## src/rtl/div_seq.sv

```systemverilog
// Purpose : sequential 32-bit integer divider (DIV/DIVU/REM/REMU), restoring algorithm.
// Latency : 32/BITS_PER_CYCLE + 3 edges normal, 2 edges for divide-by-zero / signed overflow.
// Backpressure: none; busy is high for the whole operation and start is ignored while busy.
//
// Ports
//   clk       sole clock, rising edge
//   rst       asynchronous active-low reset
//   start     request, sampled only in IDLE
//   op        00 DIV, 01 DIVU, 10 REM, 11 REMU
//   dividend  operand a, sampled with start
//   divisor   operand b, sampled with start
//   flush     synchronous abort, overrides start
//   busy      high whenever the FSM is not in IDLE
//   done      one-cycle pulse, result valid
//   result    quotient or remainder, held until overwritten by a later completion
//
// BITS_PER_CYCLE must be 1, 2 or 4.

module div_seq #(
    parameter int BITS_PER_CYCLE = 1
) (
    input  logic        clk,
    input  logic        rst,
    input  logic        start,
    input  logic [1:0]  op,
    input  logic [31:0] dividend,
    input  logic [31:0] divisor,
    input  logic        flush,
    output logic        busy,
    output logic        done,
    output logic [31:0] result
);

    localparam logic [5:0] N_ITER = 6'(32 / BITS_PER_CYCLE);

    typedef enum logic [2:0] {
        S_IDLE,
        S_PREP,
        S_CALC,
        S_FIX,
        S_DONE
    } state_t;

    state_t      r_state;
    logic [1:0]  r_op;
    logic [31:0] r_a;
    logic [31:0] r_b;
    logic [31:0] r_quo;      // dividend bits shift out of the top, quotient bits shift in at the bottom
    logic [32:0] r_rem;      // partial remainder
    logic [31:0] r_dvs;      // magnitude of divisor
    logic [5:0]  r_cnt;
    logic        r_q_neg;
    logic        r_r_neg;
    logic        r_busy;
    logic        r_done;
    logic [31:0] r_result;

    logic        w_signed;
    logic [31:0] w_a_abs;
    logic [31:0] w_b_abs;
    logic        w_div0;
    logic        w_ovf;
    logic [32:0] w_rem_nx;
    logic [31:0] w_quo_nx;
    logic [32:0] w_shift;
    logic [33:0] w_diff;
    logic [31:0] w_q_fix;
    logic [31:0] w_r_fix;

    // op[0]=0 selects the signed variants (DIV, REM)
    assign w_signed = ~r_op[0];
    assign w_a_abs  = (w_signed && r_a[31]) ? -r_a : r_a;
    assign w_b_abs  = (w_signed && r_b[31]) ? -r_b : r_b;
    assign w_div0   = (r_b == 32'h0000_0000);
    assign w_ovf    = w_signed && (r_a == 32'h8000_0000) && (r_b == 32'hFFFF_FFFF);

    // BITS_PER_CYCLE chained restoring steps. The trial subtract is done one bit
    // wider than the shifted remainder so its borrow is never lost.
    always_comb begin
        w_rem_nx = r_rem;
        w_quo_nx = r_quo;
        w_shift  = '0;
        w_diff   = '0;
        for (int i = 0; i < BITS_PER_CYCLE; i++) begin
            w_shift  = {w_rem_nx[31:0], w_quo_nx[31]};
            w_diff   = {1'b0, w_shift} - {2'b00, r_dvs};
            w_quo_nx = {w_quo_nx[30:0], ~w_diff[33]};
            if (!w_diff[33]) begin
                w_rem_nx = w_diff[32:0];
            end else begin
                w_rem_nx = w_shift;
            end
        end
    end

    // Sign fix-up: quotient negative when operand signs differ, remainder follows the dividend.
    assign w_q_fix = r_q_neg ? -r_quo : r_quo;
    assign w_r_fix = r_r_neg ? -r_rem[31:0] : r_rem[31:0];

    always_ff @(posedge clk or negedge rst) begin
        if (!rst) begin
            r_state  <= S_IDLE;
            r_op     <= '0;
            r_a      <= '0;
            r_b      <= '0;
            r_quo    <= '0;
            r_rem    <= '0;
            r_dvs    <= '0;
            r_cnt    <= '0;
            r_q_neg  <= 1'b0;
            r_r_neg  <= 1'b0;
            r_busy   <= 1'b0;
            r_done   <= 1'b0;
            r_result <= '0;
        end else if (flush) begin
            // abort: no done pulse, result left untouched
            r_state <= S_IDLE;
            r_busy  <= 1'b0;
            r_done  <= 1'b0;
        end else begin
            case (r_state)
                S_IDLE: begin
                    r_done <= 1'b0;
                    if (start) begin
                        r_op    <= op;
                        r_a     <= dividend;
                        r_b     <= divisor;
                        r_busy  <= 1'b1;
                        r_state <= S_PREP;
                    end
                end

                S_PREP: begin
                    r_rem   <= '0;
                    r_cnt   <= N_ITER;
                    r_quo   <= w_a_abs;
                    r_dvs   <= w_b_abs;
                    r_q_neg <= w_signed && (r_a[31] ^ r_b[31]);
                    r_r_neg <= w_signed && r_a[31];
                    if (w_div0) begin
                        r_result <= r_op[1] ? r_a : 32'hFFFF_FFFF;
                        r_done   <= 1'b1;
                        r_state  <= S_DONE;
                    end else if (w_ovf) begin
                        r_result <= r_op[1] ? 32'h0000_0000 : 32'h8000_0000;
                        r_done   <= 1'b1;
                        r_state  <= S_DONE;
                    end else begin
                        r_state <= S_CALC;
                    end
                end

                S_CALC: begin
                    r_rem <= w_rem_nx;
                    r_quo <= w_quo_nx;
                    r_cnt <= r_cnt - 6'd1;
                    if (r_cnt == 6'd1) begin
                        r_state <= S_FIX;
                    end
                end

                S_FIX: begin
                    r_result <= r_op[1] ? w_r_fix : w_q_fix;
                    r_done   <= 1'b1;
                    r_state  <= S_DONE;
                end

                S_DONE: begin
                    r_done  <= 1'b0;
                    r_busy  <= 1'b0;
                    r_state <= S_IDLE;
                end

                default: begin
                    r_done  <= 1'b0;
                    r_busy  <= 1'b0;
                    r_state <= S_IDLE;
                end
            endcase
        end
    end

    assign busy   = r_busy;
    assign done   = r_done;
    assign result = r_result;

endmodule
```

## config.mk

```make
export PLATFORM = sky130hd
export DESIGN_NAME = div_seq
export DESIGN_NICKNAME = d
export VERILOG_FILES = /design/src/rtl/div_seq.sv
export SDC_FILE = /design/constraint.sdc
export NUM_CORES = 1
export LEC_CHECK = 0
export CAP_MARGIN = 20
export CORE_ASPECT_RATIO = 1.2
export CORE_MARGIN = 4
export CORE_UTILIZATION = 60
export DETAILED_ROUTE_END_ITERATION = 10
export PLACE_DENSITY = 0.92
export SYNTH_ARGS = -nofsm -noshare
export SYNTH_HDL_FRONTEND = slang
export SYNTH_SLANG_ARGS = --single-unit
export TNS_END_PERCENT = 30
```

## constraint.sdc

```tcl
create_clock -name clk -period 8.2 [get_ports clk]
set_input_delay 0.82 -clock clk [delete_from_list [all_inputs] [get_ports clk]]
set_output_delay 0.82 -clock clk [all_outputs]
set_load 0.01 [all_outputs]
```

==> results.toml <==
[clocking]
post_cts_resized = 0
cts_buffer_depth = 3
cts-buffers-inserted = 22
cts_sinks = 207
clkLatencyLatePin_ns = 0.53
cts-htree-levels = 1
clkSlewWorstSetupHoldPaths_ns = 0.07
root_buffer = "clkbuf_16"
cts_setup_buffers = 0
cts_tree = "yes"
hold_buffers = 0

[synthesis]
syn_area_um2 = 13400
yosysMostFrequentCell = "nand2_1"
yosysWarnings = 0
yosys_most_used_dff = "dfrtp_1"
yosysTopAreaCell = "dfrtp_1"
seq_area_frac_synth = 0.386
yosys-top-cells-area = "dfrtp_1 39%, nand2_1 5.9%, o21ai_0 5.6%"
async_flop_share = 1.00
synth-seq-cells = 207
syn_avg_cell_area_um2 = 8.69
yosys-top-cells-count = "210 x nand2_1, 207 x dfrtp_1, 150 x o21ai_0, 119 x a21oi_1, 102 x nor2_1"
syn_nets = 1654
yosys.area.top_type_share = 0.386
synth_edf_count = 0
syn_inst = 1544
synth_cell_types = 65

[grt]
grt_overflow_total = 0
grt_max_degree = 126
grt_pass1_wl_um = 57300
first_global_vias = 11400
grtUsageTotal = 0.284
antenna_found_initial = 0

[routing]
vias = 12000
drt_iter0_markers = 1432
ant_nets = 0
post-route-drc-count = 0
drt_first_pass_iters = 6
routedWlPerCell_um = 19.0
viasPerCell = 6.36
drt-total-wl_um = 35800

[floorplanning]
boundaryPins = 104
chipHeight_um = 172
rows = 59
core-area_um2 = 21900
start_util = 0.614
die_area_um2 = 24800
die_w_um = 144

[worst_hold_path]
hold_class = "in2async"

[place]
placed_cell_area_um2 = 14500
dp_hpwl_um = 26000
io_buffers = 103
gp_congestion = 0.974

[worst_setup_path]
arrival_ns = 4.23
required_ns = 8.66
end_kind = "register"
cpPeakStageDelay_ns = 0.72
cpMaxStageDelayCell = "nor4bb_1"
crit_chain = "inv_1, ha_1, nor4bb_1, and2_1, nand3_1, nor2_1, nor3_1, nand2b_4, a2111oi_2, a21o_1"
cp_max_fo = 55
worstSetupPathType = "reg2reg"
start_kind = "register"

[power_and_ir_drop]
irDropWorstVdd_mv = 0.237
p_leak_nw = 6.54
p_per_area_nw_per_um2 = 396
fin_total_pwr_mw = 6.03

[timing]
fin_skew_ns = 0.0251
max_freq_ghz = 0.265
min_period_ns = 3.77
fin_setup_tns_ns = 0
hold_violations = 0
rsz0062_at_grt = "no"
relSlewSlack = 0.247
drv_slew = 0
whs_ns = 0.428
worst_pin_slew_ns = 1.13
fin_crit_sh = 0.460
setup_violations = 0

[final_layout]
drive_gt1_frac = 0.0851
fin_area_um2 = 15200
multi_input_area_um2 = 7680
nets = 1706
n_fill_cell = 1671
diodes = 0
area_delta_synth_final_pct = 13.7
register_area_um2 = 5180

[flow_run]
drv_cap = 0

[status]
status = "completed"
## through the flow
stage,setup slack (ns),std cells,utilization
2_1_floorplan,5.20,1544,-
3_3_place_gp,4.69,1844,0.665
3_5_place_dp,4.56,1844,0.665
4_1_cts,4.54,1882,0.696
5_1_grt,4.28,1884,0.698
6_report,4.43,1884,0.698
## sequential cells by signal (all words and copies together), names as in the netlist
register / cells
r_b: 32
r_r_neg: 1
r_dvs: 32
result: 32
r_quo: 32
r_rem: 32
r_op: 2
r_a: 32
r_q_neg: 1
r_cnt: 6
r_state: 3
done: 1
busy: 1
## worst paths after layout
kind / end / slack (ns) / depth (start not counted) / startpoint
min in group clk: r_dvs[21]$_DFFE_PN0P_ / 0.48 / 2 / r_dvs[21]$_DFFE_PN0P_
setup reg to reg: result[0]$_DFFE_PN0P_ / 4.43 / 10 / r_b[0]$_DFFE_PN0P_
hold reg to reg: r_dvs[21]$_DFFE_PN0P_ / 0.48 / 2 / r_dvs[21]$_DFFE_PN0P_
max in group asynchronous: r_dvs[15]$_DFFE_PN0P_ / 6.64 / 3 / rst
setup / recovery: result[0]$_DFFE_PN0P_ / 4.43 / 10 / r_b[0]$_DFFE_PN0P_
hold / removal: r_quo[25]$_DFFE_PN0P_ / 0.43 / 1 / rst
## cell usage in the layout, fill, tap and decap left out, types with 14 or more instances in the layout
cell and instances:
nor2_1 101, xor2_1 74, nand3_1 21, a21o_1 17
nor3_1 18, xnor2_1 69, dfrtp_1 207, nand4_1 14
clkdlybuf4s50_1 102, ha_1 39, nor2b_1 14, mux2_2 66
nand2b_1 23, a31oi_1 15, o31ai_1 33, a21oi_1 119
nand2_1 210, or3_1 17, inv_1 53, o41ai_1 15
o21ai_0 150, a211oi_1 14, mux2i_1 21, clkbuf_16 23
## report_power, final
part / internal (mW) / leakage, nW / total, mW / switching (mW)
Combinational: 1.42 / 3.61 / 3.19 / 1.77
Clock: 0.529 / 0.326 / 0.939 / 0.410
Sequential: 1.37 / 2.61 / 1.91 / 0.541
## cell families after synthesis
family                     after synthesis  share of synthesized area
muxes                                   87                     0.0711
AOI/OAI and AO/OA                      439                      0.199
DFF                                    207                      0.386
buffers and inverters                  143                     0.0426
and+or+nand+nor                        485                      0.170
adders and majority gates               40                     0.0379
xor gates and xnor gates               143                     0.0934
## area by class of cell
cell class	instances	area share
Inverter	53	0.0130
Timing Repair Buffer	118	0.0774
Clock inverter	9	0.00345
Tap cell	274	0.0225
Clock buffer	29	0.0405
Sequential cell	207	0.340
Multi-Input combinational cell	1194	0.503
## critical path, delay by kind of cell, from the launching register on
family,cells,cell delay (ns)
DFF,1,0.42
buffers and inverters,1,0.11
AOI/OAI and AO/OA,2,0.46
adders and majority gates,1,0.18
and+or+nand+nor,6,2.51
## routing by layer
metal | up-vias | wire length [um] | track usage
li1 | 5579 | - | -
met1 | 5622 | 13600 | 0.366
met2 | 657 | 17900 | 0.487
met3 | 127 | 2940 | 0.0387
met4 | 0 | 1420 | 0.107
met5 | - | 0 | 0
No activity file was read; power rests on OpenSTA's default activity.
